File: src/rtl/tensor_bank_sequencer_if.sv
// Bus bundle for tensor_bank_sequencer: read-stream control, result writes and the tensor RAM bank port.
// The sequencer takes the slave modport; the layer controller / RAM wrapper side takes master.
interface tensor_bank_sequencer_if #(
    parameter int IMG_W     = 32,
    parameter int IMG_H     = 32,
    parameter int D_WIDTH   = 128,
    parameter int NUM_BANKS = 2
);
    localparam int ADDR_W = $clog2(IMG_W * IMG_H);
    localparam int DIM_W  = $clog2(((IMG_W > IMG_H) ? IMG_W : IMG_H) + 1);
    localparam int BANK_W = (NUM_BANKS > 1) ? $clog2(NUM_BANKS) : 1;

    logic                           start;
    logic [ADDR_W:0]                rd_count;
    logic [DIM_W-1:0]               out_w;
    logic [DIM_W-1:0]               out_h;
    logic                           swap;
    logic                           rd_ready;
    logic                           rd_valid;
    logic [D_WIDTH-1:0]             rd_data;
    logic                           rd_last;
    logic                           rd_done;
    logic                           busy;
    logic [BANK_W-1:0]              rd_bank;
    logic                           wr_valid;
    logic [DIM_W-1:0]               wr_row;
    logic [DIM_W-1:0]               wr_col;
    logic [D_WIDTH-1:0]             wr_data;
    logic                           wr_err;
    logic [ADDR_W-1:0]              ram_addr_r;
    logic [NUM_BANKS*D_WIDTH-1:0]   ram_dout;
    logic [NUM_BANKS-1:0]           ram_we;
    logic [ADDR_W-1:0]              ram_addr_w;
    logic [D_WIDTH-1:0]             ram_din;

    modport master (
        output start, rd_count, out_w, out_h, swap, rd_ready,
               wr_valid, wr_row, wr_col, wr_data, ram_dout,
        input  rd_valid, rd_data, rd_last, rd_done, busy, rd_bank,
               wr_err, ram_addr_r, ram_we, ram_addr_w, ram_din
    );

    modport slave (
        input  start, rd_count, out_w, out_h, swap, rd_ready,
               wr_valid, wr_row, wr_col, wr_data, ram_dout,
        output rd_valid, rd_data, rd_last, rd_done, busy, rd_bank,
               wr_err, ram_addr_r, ram_we, ram_addr_w, ram_din
    );
endinterface

File: src/rtl/tensor_bank_sequencer.sv
// Rotating N-bank activation store: streams the read bank to the sliding window while
// STA/max-pool results land in the next bank; rotation advances on layer-boundary swaps.
module tensor_bank_sequencer #(
    parameter int IMG_W      = 32,
    parameter int IMG_H      = 32,
    parameter int D_WIDTH    = 128,
    parameter int NUM_BANKS  = 2,
    parameter int RD_LATENCY = 1
) (
    input logic                    clk,
    input logic                    reset,
    tensor_bank_sequencer_if.slave bus
);
    localparam int ADDR_W = $clog2(IMG_W * IMG_H);
    localparam int DIM_W  = $clog2(((IMG_W > IMG_H) ? IMG_W : IMG_H) + 1);
    localparam int BANK_W = (NUM_BANKS > 1) ? $clog2(NUM_BANKS) : 1;

    typedef enum logic [1:0] {IDLE, READ, DRAIN} state_t;

    state_t              state, state_d;
    logic [ADDR_W:0]     issue_cnt;
    logic [ADDR_W:0]     rd_count_q;
    logic [DIM_W-1:0]    out_w_q;
    logic [DIM_W-1:0]    out_h_q;
    logic [BANK_W-1:0]   rd_bank_q;
    logic [BANK_W-1:0]   bank_next;
    logic                swap_pending;
    logic                done_q;

    logic [RD_LATENCY-1:0] vld_pipe;
    logic [RD_LATENCY-1:0] last_pipe;
    logic [BANK_W-1:0]     bank_pipe [RD_LATENCY];

    logic                issue;
    logic                issue_last;
    logic                done_d;
    logic                rd_valid_w;
    logic                rd_last_w;
    logic [D_WIDTH-1:0]  rd_data_w;

    logic [NUM_BANKS-1:0] we_onehot;
    logic                 wr_in_range;
    logic [ADDR_W-1:0]    wr_addr;
    logic [NUM_BANKS-1:0] ram_we_q;
    logic [ADDR_W-1:0]    ram_addr_w_q;
    logic [D_WIDTH-1:0]   ram_din_q;
    logic                 wr_err_q;

    // Successor of the read bank doubles as the write bank, so the two can never collide.
    assign bank_next  = (rd_bank_q == BANK_W'(NUM_BANKS - 1)) ? '0 : rd_bank_q + 1'b1;
    assign issue_last = (issue_cnt == rd_count_q - 1'b1);
    assign rd_valid_w = vld_pipe[RD_LATENCY-1];
    assign rd_last_w  = rd_valid_w & last_pipe[RD_LATENCY-1];

    assign we_onehot   = {{(NUM_BANKS-1){1'b0}}, 1'b1} << bank_next;
    assign wr_in_range = (bus.wr_row < out_h_q) && (bus.wr_col < out_w_q);
    assign wr_addr     = ADDR_W'(bus.wr_row) * ADDR_W'(out_w_q) + ADDR_W'(bus.wr_col);

    always_comb begin
        state_d = state;
        issue   = 1'b0;
        done_d  = 1'b0;
        unique case (state)
            IDLE: begin
                if (bus.start) begin
                    if (bus.rd_count != '0) state_d = READ;
                    else                    done_d  = 1'b1;
                end
            end
            READ: begin
                if (bus.rd_ready) begin
                    issue = 1'b1;
                    if (issue_last) state_d = DRAIN;
                end
            end
            DRAIN: begin
                if (rd_last_w) begin
                    state_d = IDLE;
                    done_d  = 1'b1;
                end
            end
            default: state_d = IDLE;
        endcase
    end

    always_ff @(posedge clk) begin
        if (reset) begin
            state        <= IDLE;
            issue_cnt    <= '0;
            rd_count_q   <= '0;
            out_w_q      <= '0;
            out_h_q      <= '0;
            rd_bank_q    <= '0;
            swap_pending <= 1'b0;
            done_q       <= 1'b0;
            vld_pipe     <= '0;
            last_pipe    <= '0;
            for (int unsigned i = 0; i < RD_LATENCY; i++) bank_pipe[i] <= '0;
            ram_we_q     <= '0;
            ram_addr_w_q <= '0;
            ram_din_q    <= '0;
            wr_err_q     <= 1'b0;
        end else begin
            state  <= state_d;
            done_q <= done_d;

            if (state == IDLE && bus.start) begin
                rd_count_q <= bus.rd_count;
                out_w_q    <= bus.out_w;
                out_h_q    <= bus.out_h;
                issue_cnt  <= '0;
            end else if (issue) begin
                issue_cnt <= issue_cnt + 1'b1;
            end

            vld_pipe[0]  <= issue;
            last_pipe[0] <= issue & issue_last;
            bank_pipe[0] <= rd_bank_q;
            for (int unsigned i = 1; i < RD_LATENCY; i++) begin
                vld_pipe[i]  <= vld_pipe[i-1];
                last_pipe[i] <= last_pipe[i-1];
                bank_pipe[i] <= bank_pipe[i-1];
            end

            // Swaps seen while busy fold into one rotation applied on the edge back into IDLE.
            if (state == IDLE) begin
                if (bus.swap) rd_bank_q <= bank_next;
            end else if (state_d == IDLE) begin
                if (swap_pending || bus.swap) rd_bank_q <= bank_next;
                swap_pending <= 1'b0;
            end else if (bus.swap) begin
                swap_pending <= 1'b1;
            end

            ram_we_q <= '0;
            wr_err_q <= 1'b0;
            if (bus.wr_valid) begin
                ram_addr_w_q <= wr_addr;
                ram_din_q    <= bus.wr_data;
                if (wr_in_range) ram_we_q <= we_onehot;
                else             wr_err_q <= 1'b1;
            end
        end
    end

    always_comb begin
        rd_data_w = '0;
        for (int unsigned k = 0; k < NUM_BANKS; k++) begin
            if (rd_valid_w && bank_pipe[RD_LATENCY-1] == BANK_W'(k))
                rd_data_w = bus.ram_dout[k*D_WIDTH +: D_WIDTH];
        end
    end

    assign bus.rd_valid   = rd_valid_w;
    assign bus.rd_data    = rd_data_w;
    assign bus.rd_last    = rd_last_w;
    assign bus.rd_done    = done_q;
    assign bus.busy       = (state != IDLE);
    assign bus.rd_bank    = rd_bank_q;
    assign bus.wr_err     = wr_err_q;
    assign bus.ram_addr_r = issue_cnt[ADDR_W-1:0];
    assign bus.ram_we     = ram_we_q;
    assign bus.ram_addr_w = ram_addr_w_q;
    assign bus.ram_din    = ram_din_q;
endmodule
File: src/flat_wrapper.sv
// flat-port wrapper written by rule: the top's interface ports become plain ports
module tensor_bank_sequencer_flat 
#(
    parameter int IMG_W      = 32,
    parameter int IMG_H      = 32,
    parameter int D_WIDTH    = 128,
    parameter int NUM_BANKS  = 2,
    parameter int RD_LATENCY = 1
)
  (clk, reset, bus_start, bus_rd_count, bus_out_w, bus_out_h, bus_swap, bus_rd_ready, bus_wr_valid, bus_wr_row, bus_wr_col, bus_wr_data, bus_ram_dout, bus_rd_valid, bus_rd_data, bus_rd_last, bus_rd_done, bus_busy, bus_rd_bank, bus_wr_err, bus_ram_addr_r, bus_ram_we, bus_ram_addr_w, bus_ram_din);
  tensor_bank_sequencer_if #(.IMG_W(IMG_W), .IMG_H(IMG_H), .D_WIDTH(D_WIDTH), .NUM_BANKS(NUM_BANKS)) bus_i ();
  input logic clk;
  input logic reset;
  input wire logic [$bits(bus_i.start)-1:0] bus_start;
  input wire logic [$bits(bus_i.rd_count)-1:0] bus_rd_count;
  input wire logic [$bits(bus_i.out_w)-1:0] bus_out_w;
  input wire logic [$bits(bus_i.out_h)-1:0] bus_out_h;
  input wire logic [$bits(bus_i.swap)-1:0] bus_swap;
  input wire logic [$bits(bus_i.rd_ready)-1:0] bus_rd_ready;
  input wire logic [$bits(bus_i.wr_valid)-1:0] bus_wr_valid;
  input wire logic [$bits(bus_i.wr_row)-1:0] bus_wr_row;
  input wire logic [$bits(bus_i.wr_col)-1:0] bus_wr_col;
  input wire logic [$bits(bus_i.wr_data)-1:0] bus_wr_data;
  input wire logic [$bits(bus_i.ram_dout)-1:0] bus_ram_dout;
  output wire logic [$bits(bus_i.rd_valid)-1:0] bus_rd_valid;
  output wire logic [$bits(bus_i.rd_data)-1:0] bus_rd_data;
  output wire logic [$bits(bus_i.rd_last)-1:0] bus_rd_last;
  output wire logic [$bits(bus_i.rd_done)-1:0] bus_rd_done;
  output wire logic [$bits(bus_i.busy)-1:0] bus_busy;
  output wire logic [$bits(bus_i.rd_bank)-1:0] bus_rd_bank;
  output wire logic [$bits(bus_i.wr_err)-1:0] bus_wr_err;
  output wire logic [$bits(bus_i.ram_addr_r)-1:0] bus_ram_addr_r;
  output wire logic [$bits(bus_i.ram_we)-1:0] bus_ram_we;
  output wire logic [$bits(bus_i.ram_addr_w)-1:0] bus_ram_addr_w;
  output wire logic [$bits(bus_i.ram_din)-1:0] bus_ram_din;
  assign bus_i.start = bus_start;
  assign bus_i.rd_count = bus_rd_count;
  assign bus_i.out_w = bus_out_w;
  assign bus_i.out_h = bus_out_h;
  assign bus_i.swap = bus_swap;
  assign bus_i.rd_ready = bus_rd_ready;
  assign bus_i.wr_valid = bus_wr_valid;
  assign bus_i.wr_row = bus_wr_row;
  assign bus_i.wr_col = bus_wr_col;
  assign bus_i.wr_data = bus_wr_data;
  assign bus_i.ram_dout = bus_ram_dout;
  assign bus_rd_valid = bus_i.rd_valid;
  assign bus_rd_data = bus_i.rd_data;
  assign bus_rd_last = bus_i.rd_last;
  assign bus_rd_done = bus_i.rd_done;
  assign bus_busy = bus_i.busy;
  assign bus_rd_bank = bus_i.rd_bank;
  assign bus_wr_err = bus_i.wr_err;
  assign bus_ram_addr_r = bus_i.ram_addr_r;
  assign bus_ram_we = bus_i.ram_we;
  assign bus_ram_addr_w = bus_i.ram_addr_w;
  assign bus_ram_din = bus_i.ram_din;
  tensor_bank_sequencer #(.IMG_W(IMG_W), .IMG_H(IMG_H), .D_WIDTH(D_WIDTH), .NUM_BANKS(NUM_BANKS), .RD_LATENCY(RD_LATENCY)) u_core (.clk(clk), .reset(reset), .bus(bus_i));
endmodule
File: config.mk
export PLATFORM = sky130hd
export DESIGN_NAME = tensor_bank_sequencer_flat
export DESIGN_NICKNAME = d
export VERILOG_FILES = /design/src/rtl/tensor_bank_sequencer_if.sv /design/src/rtl/tensor_bank_sequencer.sv /design/src/flat_wrapper.sv
export SDC_FILE = /design/constraint.sdc
export NUM_CORES = 1
export LEC_CHECK = 0
export BUFFER_PORTS_ARGS = -buffer_cell sky130_fd_sc_hd__buf_2
export CELL_PAD_IN_SITES_DETAIL_PLACEMENT = 1
export CELL_PAD_IN_SITES_GLOBAL_PLACEMENT = 2
export CORE_AREA = 2 2 277 279
export CTS_CLUSTER_DIAMETER = 60
export DETAILED_ROUTE_END_ITERATION = 10
export DIE_AREA = 0 0 279 281
export PLACE_DENSITY = 0.52
export REMOVE_ABC_BUFFERS = 1
export SYNTH_ARGS = -nofsm -noshare
export SYNTH_HDL_FRONTEND = slang
export SYNTH_SLANG_ARGS = --single-unit
File: constraint.sdc
create_clock -name clk -period 6.55 [get_ports clk]
set_input_delay 0.9825 -clock clk [delete_from_list [all_inputs] [get_ports clk]]
set_output_delay 0.9825 -clock clk [all_outputs]
set_load 0.01 [all_outputs]
==> results.py, run 1 <==
metrics = {
    "clock_network": {
        "cts_tree": "built",
        "clk-insertion-delay-late_ns": 0.45,
        "cts_buffers": 17,
        "cts_max_level": 4,
        "cts_root_buf": "clkbuf_16",
        "clk_pin_slew_worst_paths_ns": 0.08,
        "ctsResizeCount": 0,
        "ctsLongestPathBuffers": 2,
        "clock-sinks": 183,
        "cts_setup_buffers": 0,
        "hold_buffers": 0,
    },
    "min_path": {
        "min_path_type": "reg2reg",
        "hp-start": "u_core.out_h_q[2]$_SDFFE_PP0P_",
        "hold_depth": 2,
        "holdPathEnd": "u_core.out_h_q[2]$_SDFFE_PP0P_",
    },
    "detailed_routing": {
        "ant_nets": 0,
        "wl_met1_um": 21300,
        "drt_iter0_drc": 289,
        "highest_layer": "met5",
        "drt-pass1-iter-count": 4,
        "finalWirelength_um": 61000,
        "wl_per_cell_um": 21.7,
        "viasPerCell": 3.84,
        "wl_met3_um": 5310,
        "wl_met2_um": 30700,
        "num_vias": 10806,
        "drc": 0,
    },
    "global_route": {
        "grt_pass1_wl_um": 83800,
        "grt_pass1_vias": 11663,
        "grt.total_usage_pct": 14.9,
        "grt_max_degree": 133,
        "globalRouteOverflowTotal": 0,
        "antenna_found_initial": 43,
    },
    "timing": {
        "min_period_ns": 4.46,
        "rsz0062_at_grt": "false",
        "fmax_ghz": 0.224,
        "relSlewSlack_pct": 30.8,
        "hold_viol": 0,
        "fin_crit_sh_pct": 68.1,
        "fin_tns_setup_ns": 0,
        "setup_violations": 0,
        "fin_skew_ns": 0.0139,
        "hold_ws_ns": 0.457,
        "worst_pin_slew_ns": 1.04,
        "drv_slew": 0,
    },
    "cells_and_area": {
        "seqCellArea_um2": 3670,
        "syn_to_final_growth_pct": 48.6,
        "multi_input_area_um2": 6330,
        "drive_above_1_share_pct": 40.8,
        "fillers": 9118,
        "nNetsFinal": 2300,
    },
    "synth": {
        "synth_ff_type": "dfxtp_1",
        "ys_ff_latch": 183,
        "synthMostInstantiatedCell": "mux2i_1",
        "syn_area_um2": 10500,
        "avgSynthCellArea_um2": 8.99,
        "synth-seq-area-share_pct": 34.8,
        "synth_top_area_share_pct": 34.8,
        "syn_inst": 1171,
        "synth_top_area_cell": "dfxtp_1",
        "yosysUniqueCellTypes": 47,
        "synth_common_cells": "mux2i_1 (263), dfxtp_1 (183), nor2_1 (158)",
        "synthTopCellsByArea": "dfxtp_1 (35%), mux2i_1 (25%), nor2b_1 (8.0%)",
        "ys_warn_count": 0,
        "synth_edf_count": 0,
        "async_reset_ff_share_pct": 0,
    },
    "floorplan": {
        "core_area_um2": 75400,
        "die_y_um": 281,
        "fp.dieArea_um2": 78400,
        "die_w_um": 279,
        "num_rows": 101,
        "io_pins": 709,
        "start_util_pct": 14.0,
    },
    "power": {
        "total_leakage_power_nw": 7.82,
        "power.total_w": 0.00302,
        "ir_worst_vdd_uv": 137,
        "power.density_nw_per_um2": 193,
    },
    "setup_path": {
        "crit_path_top_delay_cell": "fa_1",
        "end_kind": "flip-flop",
        "cpMostUsedCell": "inv_1",
        "r2r_start": "u_core.out_w_q[4]$_SDFFE_PP0P_",
        "crit_type": "in2reg",
        "max_stage_delay_ns": 0.54,
        "reg2reg_depth": 14,
        "crit_path_start_kind": "primary input",
        "cp_cell_sequence": "buf_2 > and2_1 > fa_1 > inv_1 > fa_1 > inv_1 > fa_1 > inv_1 > fa_1 > inv_1 > ha_1 > inv_1 > o21ai_0 > a31oi_1 > or3_1 > o311ai_0",
        "crit_fanout": 7,
        "arrival_ns": 4.79,
        "r2r_end": "u_core.bus.ram_addr_w[9]$_SDFFE_PP0P_",
        "cp.required_ns": 6.88,
        "r2r_setup_slack_ns": 2.37,
    },
    "job": {
        "maxCapViolCount": 0,
    },
    "place": {
        "io_buffers": 708,
        "gp_congestion": 0.858,
        "post-dp-hpwl_um": 51800,
    },
    "run_status": {
        "status": "complete, no violations",
    },
}
layout make-up:
class	instances	area share, %
clock inverter	14	1.14
antenna	4	0.0640
sequential	183	23.5
inverter	46	1.10
multi-input combinational	859	40.5
timing repair buffer	714	23.2
clock buffer	18	2.74
tap	978	7.82
state kept, by name (all words and copies together) (netlist names):
signal,flops
u_core.bus.rd_valid,1
u_core.bus.ram_we,2
u_core.rd_count_q,11
u_core.out_h_q,6
u_core.swap_pending,1
u_core.bus.ram_din,128
u_core.bus.wr_err,1
u_core.bank_pipe,1
u_core.issue_cnt,11
u_core.state,2
u_core.bus.ram_addr_w,10
u_core.bus.rd_bank,1
u_core.out_w_q,6
u_core.last_pipe,1
u_core.bus.rd_done,1
worst max-delay path by stage:
stage / startpoint / to / slack [ns] / depth (start not counted)
5_1_grt: bus_wr_row[3] / u_core.bus.ram_addr_w[9]$_SDFFE_PP0P_ / 1.84 / 16
6_report: bus_wr_row[3] / u_core.bus.ram_addr_w[9]$_SDFFE_PP0P_ / 2.09 / 16
2_1_floorplan: u_core.bank_pipe[0]$_SDFF_PP0_ / bus_rd_data[0] / 0.66 / 2
3_3_place_gp: bus_wr_row[3] / u_core.bus.ram_addr_w[9]$_SDFFE_PP0P_ / 1.58 / 16
4_1_cts: bus_wr_row[3] / u_core.bus.ram_addr_w[9]$_SDFFE_PP0P_ / 2.06 / 16
3_5_place_dp: bus_wr_row[3] / u_core.bus.ram_addr_w[9]$_SDFFE_PP0P_ / 1.61 / 16
power breakdown:
part           total, W  leakage [nW]  switching (W)  internal [W]
sequential      0.00124          1.51      0.0000602       0.00118
clock           0.00108         0.293       0.000557      0.000521
combinational  0.000702          6.02       0.000378      0.000324
per-stage QoR:
| stage | instance area (µm²) | util [%] | worst slack [ns] | instances |
|---|---|---|---|---|
| 2_1_floorplan | 10200 | - | 0.664 | 1088 |
| 3_3_place_gp | 15000 | 19.9 | 1.58 | 2780 |
| 3_5_place_dp | 15000 | 19.9 | 1.61 | 2780 |
| 4_1_cts | 15600 | 20.7 | 2.06 | 2812 |
| 5_1_grt | 15600 | 20.7 | 1.84 | 2814 |
| 6_report | 15600 | 20.7 | 2.09 | 2816 |
kinds of logic after synthesis:
logic type                 after synthesis  synth area share [%]
adders and majority gates               54                  7.77
buffers and inverters                  129                  5.04
DFF                                    183                  34.8
muxes                                  263                  25.0
AOI/OAI and AO/OA                       67                  3.85
xor gates and xnor gates                32                  2.66
and+or+nand+nor                        443                  20.9
placed cells by master (no fill, tap or decap), types with 2 or more instances in the layout:
cell type / instances
a211o_1: 3
a211oi_1: 3
a21o_1: 4
a21oi_1: 34
a31oi_1: 2
and2_1: 22
and3_1: 4
buf_12: 2
buf_2: 706
buf_4: 4
buf_6: 2
clkbuf_16: 17
clkinv_8: 6
dfxtp_1: 181
dfxtp_4: 2
diode_2: 4
fa_1: 19
ha_1: 35
inv_1: 46
inv_6: 6
mux2i_1: 263
nand2_1: 77
nand2b_1: 7
nand3_1: 7
nand3b_1: 2
nand4_1: 3
nor2_1: 158
nor2b_1: 135
nor3_1: 7
nor3b_1: 3
nor4_1: 6
nor4b_1: 3
o21ai_0: 9
o21bai_1: 2
or3_1: 4
or4b_1: 2
xnor2_1: 20
xor2_1: 12
worst max-delay path, delay by kind of cell:
kind / cells / cell delay [ns]
AOI/OAI and AO/OA: 3 / 0.45
adders and majority gates: 5 / 2.39
buffers and inverters: 6 / 0.41
and+or+nand+nor: 2 / 0.54
layer usage:
layer / vias to the layer above / track usage, %
met3: 127 / 5.31
met2: 498 / 27.6
met1: 4965 / 14.5
met4: 48 / 8.00
met5: - / 0
li1: 5168 / -
No activity file was read; power rests on OpenSTA's default activity.
==> run 2: changes to the inputs <==
Settings changed: CORE_AREA 2 2 277 279 to 2 2 273 275, DIE_AREA 0 0 279 281 to 0 0 275 277, PLACE_DENSITY 0.52 to 0.53.
Clock period 6.55 ns to 4.6 ns, I/O delays scaled along.
==> results.py, run 2 (same netlist as run 1, synthesis figures left out) <==
metrics = {
    "power": {
        "ir_worst_vdd_uv": 186,
        "p_int_w": 0.00289,
        "total_leakage_power_nw": 7.87,
        "combinationalPowerShare_pct": 23.3,
        "power.density_nw_per_um2": 275,
        "p_clk_share_pct": 35.9,
        "pwr-share-seq_pct": 40.7,
        "p_switching_w": 0.00143,
        "p_sw_share_pct": 33.1,
    },
    "clock_network": {
        "cts_root_buf": "clkbuf_16",
        "ctsLongestPathBuffers": 2,
        "clk-insertion-delay-late_ns": 0.45,
        "cts_buffers": 17,
        "cts_tree": "built",
        "clk_pin_slew_worst_paths_ns": 0.09,
        "clock-sinks": 183,
        "ctsResizeCount": 0,
        "cts_max_level": 4,
        "cts_setup_buffers": 0,
        "hold_buffers": 0,
    },
    "setup_path": {
        "r2r_setup_slack_ns": 0.40,
        "end_kind": "flip-flop",
        "arrival_ns": 4.48,
        "crit_fanout": 8,
        "r2r_start": "u_core.out_w_q[2]$_SDFFE_PP0P_",
        "crit_type": "reg2reg",
        "crit_path_start_kind": "flip-flop",
        "cp.required_ns": 4.88,
        "reg2reg_depth": 15,
        "r2r_end": "u_core.bus.ram_addr_w[9]$_SDFFE_PP0P_",
    },
    "cells_and_area": {
        "drive_above_1_share_pct": 41.2,
        "final_area_um2": 15700,
        "nNetsFinal": 2310,
        "final_core_util_pct": 21.4,
        "largest_reg_flops": 128,
        "final_cell_mix": "buf_2 (706), mux2i_1 (263), dfxtp_1 (181), nor2_1 (158), nor2b_1 (135)",
        "fillers": 8850,
        "layout_commonest_cell": "buf_2",
        "syn_to_final_growth_pct": 49.4,
    },
    "floorplan": {
        "start_util_pct": 14.3,
        "die_w_um": 275,
        "fp.dieArea_um2": 76200,
        "core_area_um2": 73600,
        "die_y_um": 277,
        "io_pins": 709,
        "num_rows": 100,
    },
    "global_route": {
        "grt.total_usage_pct": 15.3,
        "globalRouteOverflowTotal": 0,
        "grt_pass1_wl_um": 84700,
        "grt_pass1_vias": 12025,
        "grt_max_degree": 112,
        "antenna_found_initial": 38,
    },
    "timing": {
        "fin_skew_ns": 0.0176,
        "drv_slew": 0,
        "hold_viol": 0,
        "fin_tns_setup_ns": 0,
        "relSlewSlack_pct": 29.9,
        "fmax_ghz": 0.238,
        "fin_crit_sh_pct": 91.4,
        "setup_violations": 0,
        "rsz0062_at_grt": "false",
        "min_period_ns": 4.20,
        "worst_pin_slew_ns": 1.05,
    },
    "min_path": {
        "min_path_type": "in2reg",
        "holdPathEnd": "u_core.bus.ram_din[125]$_SDFFE_PP0P_",
        "hp-start": "bus_wr_data[125]",
        "hold_depth": 3,
    },
    "detailed_routing": {
        "ant_nets": 0,
        "num_vias": 10856,
        "wl_per_cell_um": 21.3,
        "finalWirelength_um": 60100,
        "drt-pass1-iter-count": 4,
        "drc": 0,
        "viasPerCell": 3.85,
        "drt_iter0_drc": 221,
    },
    "job": {
        "maxCapViolCount": 0,
    },
    "place": {
        "gp_congestion": 0.838,
        "io_buffers": 708,
        "post-dp-hpwl_um": 50700,
        "placed_cell_area_um2": 15100,
    },
    "run_status": {
        "status": "complete, no violations",
    },
}
-- run 2: cell type report --
type	instances	area (µm²)	area share (%)
multi-input combinational	859	6330	40.3
clock buffer	18	429	2.73
sequential	183	3670	23.3
antenna	6	15.0	0.0955
tap	969	1210	7.71
inverter	46	173	1.10
timing repair buffer	724	3720	23.6
clock inverter	14	175	1.11
-- run 2: worst max path at each step --
stage / from / end / slack (ns) / cells after the start
2_1_floorplan: u_core.bank_pipe[0]$_SDFF_PP0_ / bus_rd_data[0] / -0.99 / 2
3_3_place_gp: bus_wr_row[3] / u_core.bus.ram_addr_w[9]$_SDFFE_PP0P_ / 0.08 / 16
3_5_place_dp: bus_wr_row[5] / u_core.bus.ram_addr_w[9]$_SDFFE_PP0P_ / 0.03 / 16
4_1_cts: u_core.out_w_q[2]$_SDFFE_PP0P_ / u_core.bus.ram_addr_w[9]$_SDFFE_PP0P_ / 0.36 / 15
5_1_grt: u_core.out_w_q[2]$_SDFFE_PP0P_ / u_core.bus.ram_addr_w[9]$_SDFFE_PP0P_ / 0.1 / 15
6_report: u_core.out_w_q[2]$_SDFFE_PP0P_ / u_core.bus.ram_addr_w[9]$_SDFFE_PP0P_ / 0.40 / 15
-- run 2: power groups by stage --
stage	Clock [W]	Sequential [W]	Combinational [W]
after floorplan	0	0.00184	0.000456
after global placement	0	0.00179	0.00103
after detailed placement	0	0.00180	0.00104
after CTS	0.00164	0.00176	0.00104
after global routing	0.00168	0.00178	0.00113
final	0.00155	0.00176	0.00101
-- run 2: worst max-delay path, stage by stage, from the launching register on --
cell,delay [ns]
dfxtp_1,0.42
and2_1,0.21
fa_1,0.54
inv_1,0.06
fa_1,0.49
inv_1,0.06
fa_1,0.53
inv_1,0.05
fa_1,0.50
inv_1,0.04
ha_1,0.21
nor3_1,0.24
o21ai_0,0.15
a31oi_1,0.26
or3_1,0.15
o311ai_0,0.12
-- run 2: metrics by stage --
stage / setup WS [ns] / cells / power, W / hold WS [ns]
after floorplan: -0.994 / 1088 / 0.00229 / 0.430
after global placement: 0.0795 / 2781 / 0.00282 / 0.451
after detailed placement: 0.0324 / 2781 / 0.00284 / 0.457
after CTS: 0.360 / 2813 / 0.00445 / 0.431
after global routing: 0.0966 / 2818 / 0.00459 / 0.450
final: 0.397 / 2819 / 0.00432 / 0.463
-- run 2: per-layer routing --
| metal | vias to the layer above | track usage [%] | wire length (µm) |
|---|---|---|---|
| met3 | 92 | 5.13 | 5410 |
| met1 | 5049 | 15.1 | 21100 |
| met4 | 38 | 5.16 | 1740 |
| met2 | 471 | 29.3 | 31600 |
| li1 | 5206 | - | - |
| met5 | - | 0 | 250 |
==> run 3: changes to the inputs <==
Clock period 4.6 ns to 4.45 ns, I/O delays scaled along.
==> results.py, run 3 (same netlist as run 1, synthesis figures left out) <==
metrics = {
    "detailed_routing": {
        "highest_layer": "met5",
        "finalWirelength_um": 60000,
        "ant_nets": 0,
        "wl_met1_um": 21200,
        "num_vias": 10819,
        "viasPerCell": 3.84,
        "wl_per_cell_um": 21.3,
        "drt_iter0_drc": 240,
        "wl_met3_um": 5520,
        "drt-pass1-iter-count": 4,
        "drc": 0,
        "wl_met2_um": 31100,
    },
    "floorplan": {
        "io_pins": 709,
        "fp.dieArea_um2": 76200,
        "die_y_um": 277,
        "num_rows": 100,
        "core_area_um2": 73600,
        "die_w_um": 275,
        "start_util_pct": 14.3,
    },
    "global_route": {
        "grt_max_degree": 128,
        "grt.total_usage_pct": 15.2,
        "globalRouteOverflowTotal": 0,
        "grt_pass1_vias": 11816,
        "antenna_found_initial": 39,
        "grt_pass1_wl_um": 84200,
    },
    "clock_network": {
        "hold_buffers": 0,
        "cts_tree": "built",
        "clk_pin_slew_worst_paths_ns": 0.09,
        "cts_max_level": 4,
        "cts_root_buf": "clkbuf_16",
        "clk-insertion-delay-late_ns": 0.45,
        "cts_buffers": 17,
        "clock-sinks": 183,
        "ctsLongestPathBuffers": 2,
        "cts_setup_buffers": 0,
        "ctsResizeCount": 0,
    },
    "setup_path": {
        "cp.required_ns": 4.78,
        "crit_path_start_kind": "flip-flop",
        "cp_top_family": "adder cells",
        "crit_fanout": 8,
        "crit_path_top_delay_cell": "fa_1",
        "end_kind": "flip-flop",
        "reg2reg_depth": 15,
        "cp_cell_sequence": "and2_1 > fa_1 > inv_1 > fa_1 > inv_1 > fa_1 > inv_1 > fa_1 > inv_1 > ha_1 > inv_1 > o21ai_0 > a31oi_1 > or3_1 > o311ai_0",
        "worst-path-buf-inv": 5,
        "arrival_ns": 4.47,
        "cpMostUsedCell": "inv_1",
        "crit_type": "reg2reg",
        "r2r_end": "u_core.bus.ram_addr_w[9]$_SDFFE_PP0P_",
        "max_stage_delay_ns": 0.54,
        "r2r_setup_slack_ns": 0.32,
        "r2r_start": "u_core.out_w_q[2]$_SDFFE_PP0P_",
    },
    "run_status": {
        "status": "complete, no violations",
    },
    "min_path": {
        "hp-start": "bus_wr_data[19]",
        "min_path_type": "in2reg",
        "holdPathEnd": "u_core.bus.ram_din[19]$_SDFFE_PP0P_",
        "hold_depth": 3,
    },
    "place": {
        "io_buffers": 708,
        "post-dp-hpwl_um": 50600,
        "dp.cells": 2782,
        "gp_congestion": 0.861,
        "pre_cts_ws_ns": -0.0877,
    },
    "timing": {
        "relSlewSlack_pct": 33.2,
        "hold_ws_ns": 0.444,
        "rsz0062_at_grt": "false",
        "min_period_ns": 4.13,
        "fmax_ghz": 0.242,
        "worst_pin_slew_ns": 1.00,
        "setup_violations": 0,
        "setup_ws_ns": 0.316,
        "drv_slew": 0,
        "fin_crit_sh_pct": 92.9,
        "fin_skew_ns": 0.0180,
        "hold_viol": 0,
    },
    "cells_and_area": {
        "final_core_util_pct": 21.4,
        "stdcell_count": 2818,
        "largest_reg_flops": 128,
        "syn_to_final_growth_pct": 49.3,
        "final_cell_mix": "buf_2 (706), mux2i_1 (263), dfxtp_1 (181), nor2_1 (158), nor2b_1 (135)",
        "fillers": 8863,
        "drive_above_1_share_pct": 41.2,
        "nNetsFinal": 2311,
        "layout_commonest_cell": "buf_2",
    },
    "power": {
        "total_leakage_power_nw": 7.87,
        "power.density_nw_per_um2": 281,
        "ir_worst_vdd_uv": 211,
    },
    "job": {
        "maxCapViolCount": 0,
    },
}
==> run 3: changes by cell type in the layout (fill, tap and decap cells not counted), sizes merged <==
cell	change
clkbuf	-1
buf	+1
diode	-1
==> run 3: how the worst max path moves through the flow <==
stage | start | end | slack [ns] | cells after the start
2_1_floorplan | u_core.bank_pipe[0]$_SDFF_PP0_ | bus_rd_data[0] | -1.12 | 2
3_3_place_gp | bus_wr_row[3] | u_core.bus.ram_addr_w[9]$_SDFFE_PP0P_ | -0.05 | 16
3_5_place_dp | bus_wr_row[3] | u_core.bus.ram_addr_w[9]$_SDFFE_PP0P_ | -0.09 | 16
4_1_cts | u_core.out_w_q[2]$_SDFFE_PP0P_ | u_core.bus.ram_addr_w[9]$_SDFFE_PP0P_ | 0.26 | 15
5_1_grt | u_core.out_w_q[2]$_SDFFE_PP0P_ | u_core.bus.ram_addr_w[9]$_SDFFE_PP0P_ | 0.03 | 15
6_report | u_core.out_w_q[2]$_SDFFE_PP0P_ | u_core.bus.ram_addr_w[9]$_SDFFE_PP0P_ | 0.32 | 15
==> run 3: stage by stage <==
step / setup TNS, ns / total power (W) / area [µm²]
final: 0 / 0.00442 / 15700
after global routing: 0 / 0.00471 / 15700
after global placement: -0.0484 / 0.00292 / 15100
after CTS: 0 / 0.00455 / 15700
after floorplan: -143.51 / 0.00237 / 10200
after detailed placement: -0.0924 / 0.00294 / 15100
==> run 3: area by class of cell <==
class                   count  area (µm²)  share of cell area [%]
inverters                  46         173                    1.10
multi-input cells         859        6330                    40.3
diodes                      5        12.5                  0.0796
well taps                 969        1210                    7.71
repair buffers            725        3740                    23.8
clock inverters            14         153                   0.971
clock buffers              17         425                    2.71
flip-flops and latches    183        3670                    23.4
==> run 3: worst register-to-register path: cells and delay by family (launching register included) <==
kind | cells | cell delay (ns)
and+or+nand+nor | 2 | 0.56
DFF | 1 | 0.39
adders and majority gates | 5 | 2.34
buffers and inverters | 5 | 0.25
AOI/OAI and AO/OA | 3 | 0.49
==> run 3: power by group <==
group,total [W],switching (W),internal [W]
combinational,0.00106,0.000568,0.000491
clock,0.00155,0.000797,0.000754
sequential,0.00181,0.0000751,0.00174
==> run 3: per-layer routing <==
| layer | track usage, % | vias up |
|---|---|---|
| li1 | - | 5191 |
| met2 | 29.0 | 474 |
| met5 | 0 | - |
| met3 | 5.27 | 101 |
| met1 | 15.0 | 5013 |
| met4 | 5.39 | 40 |
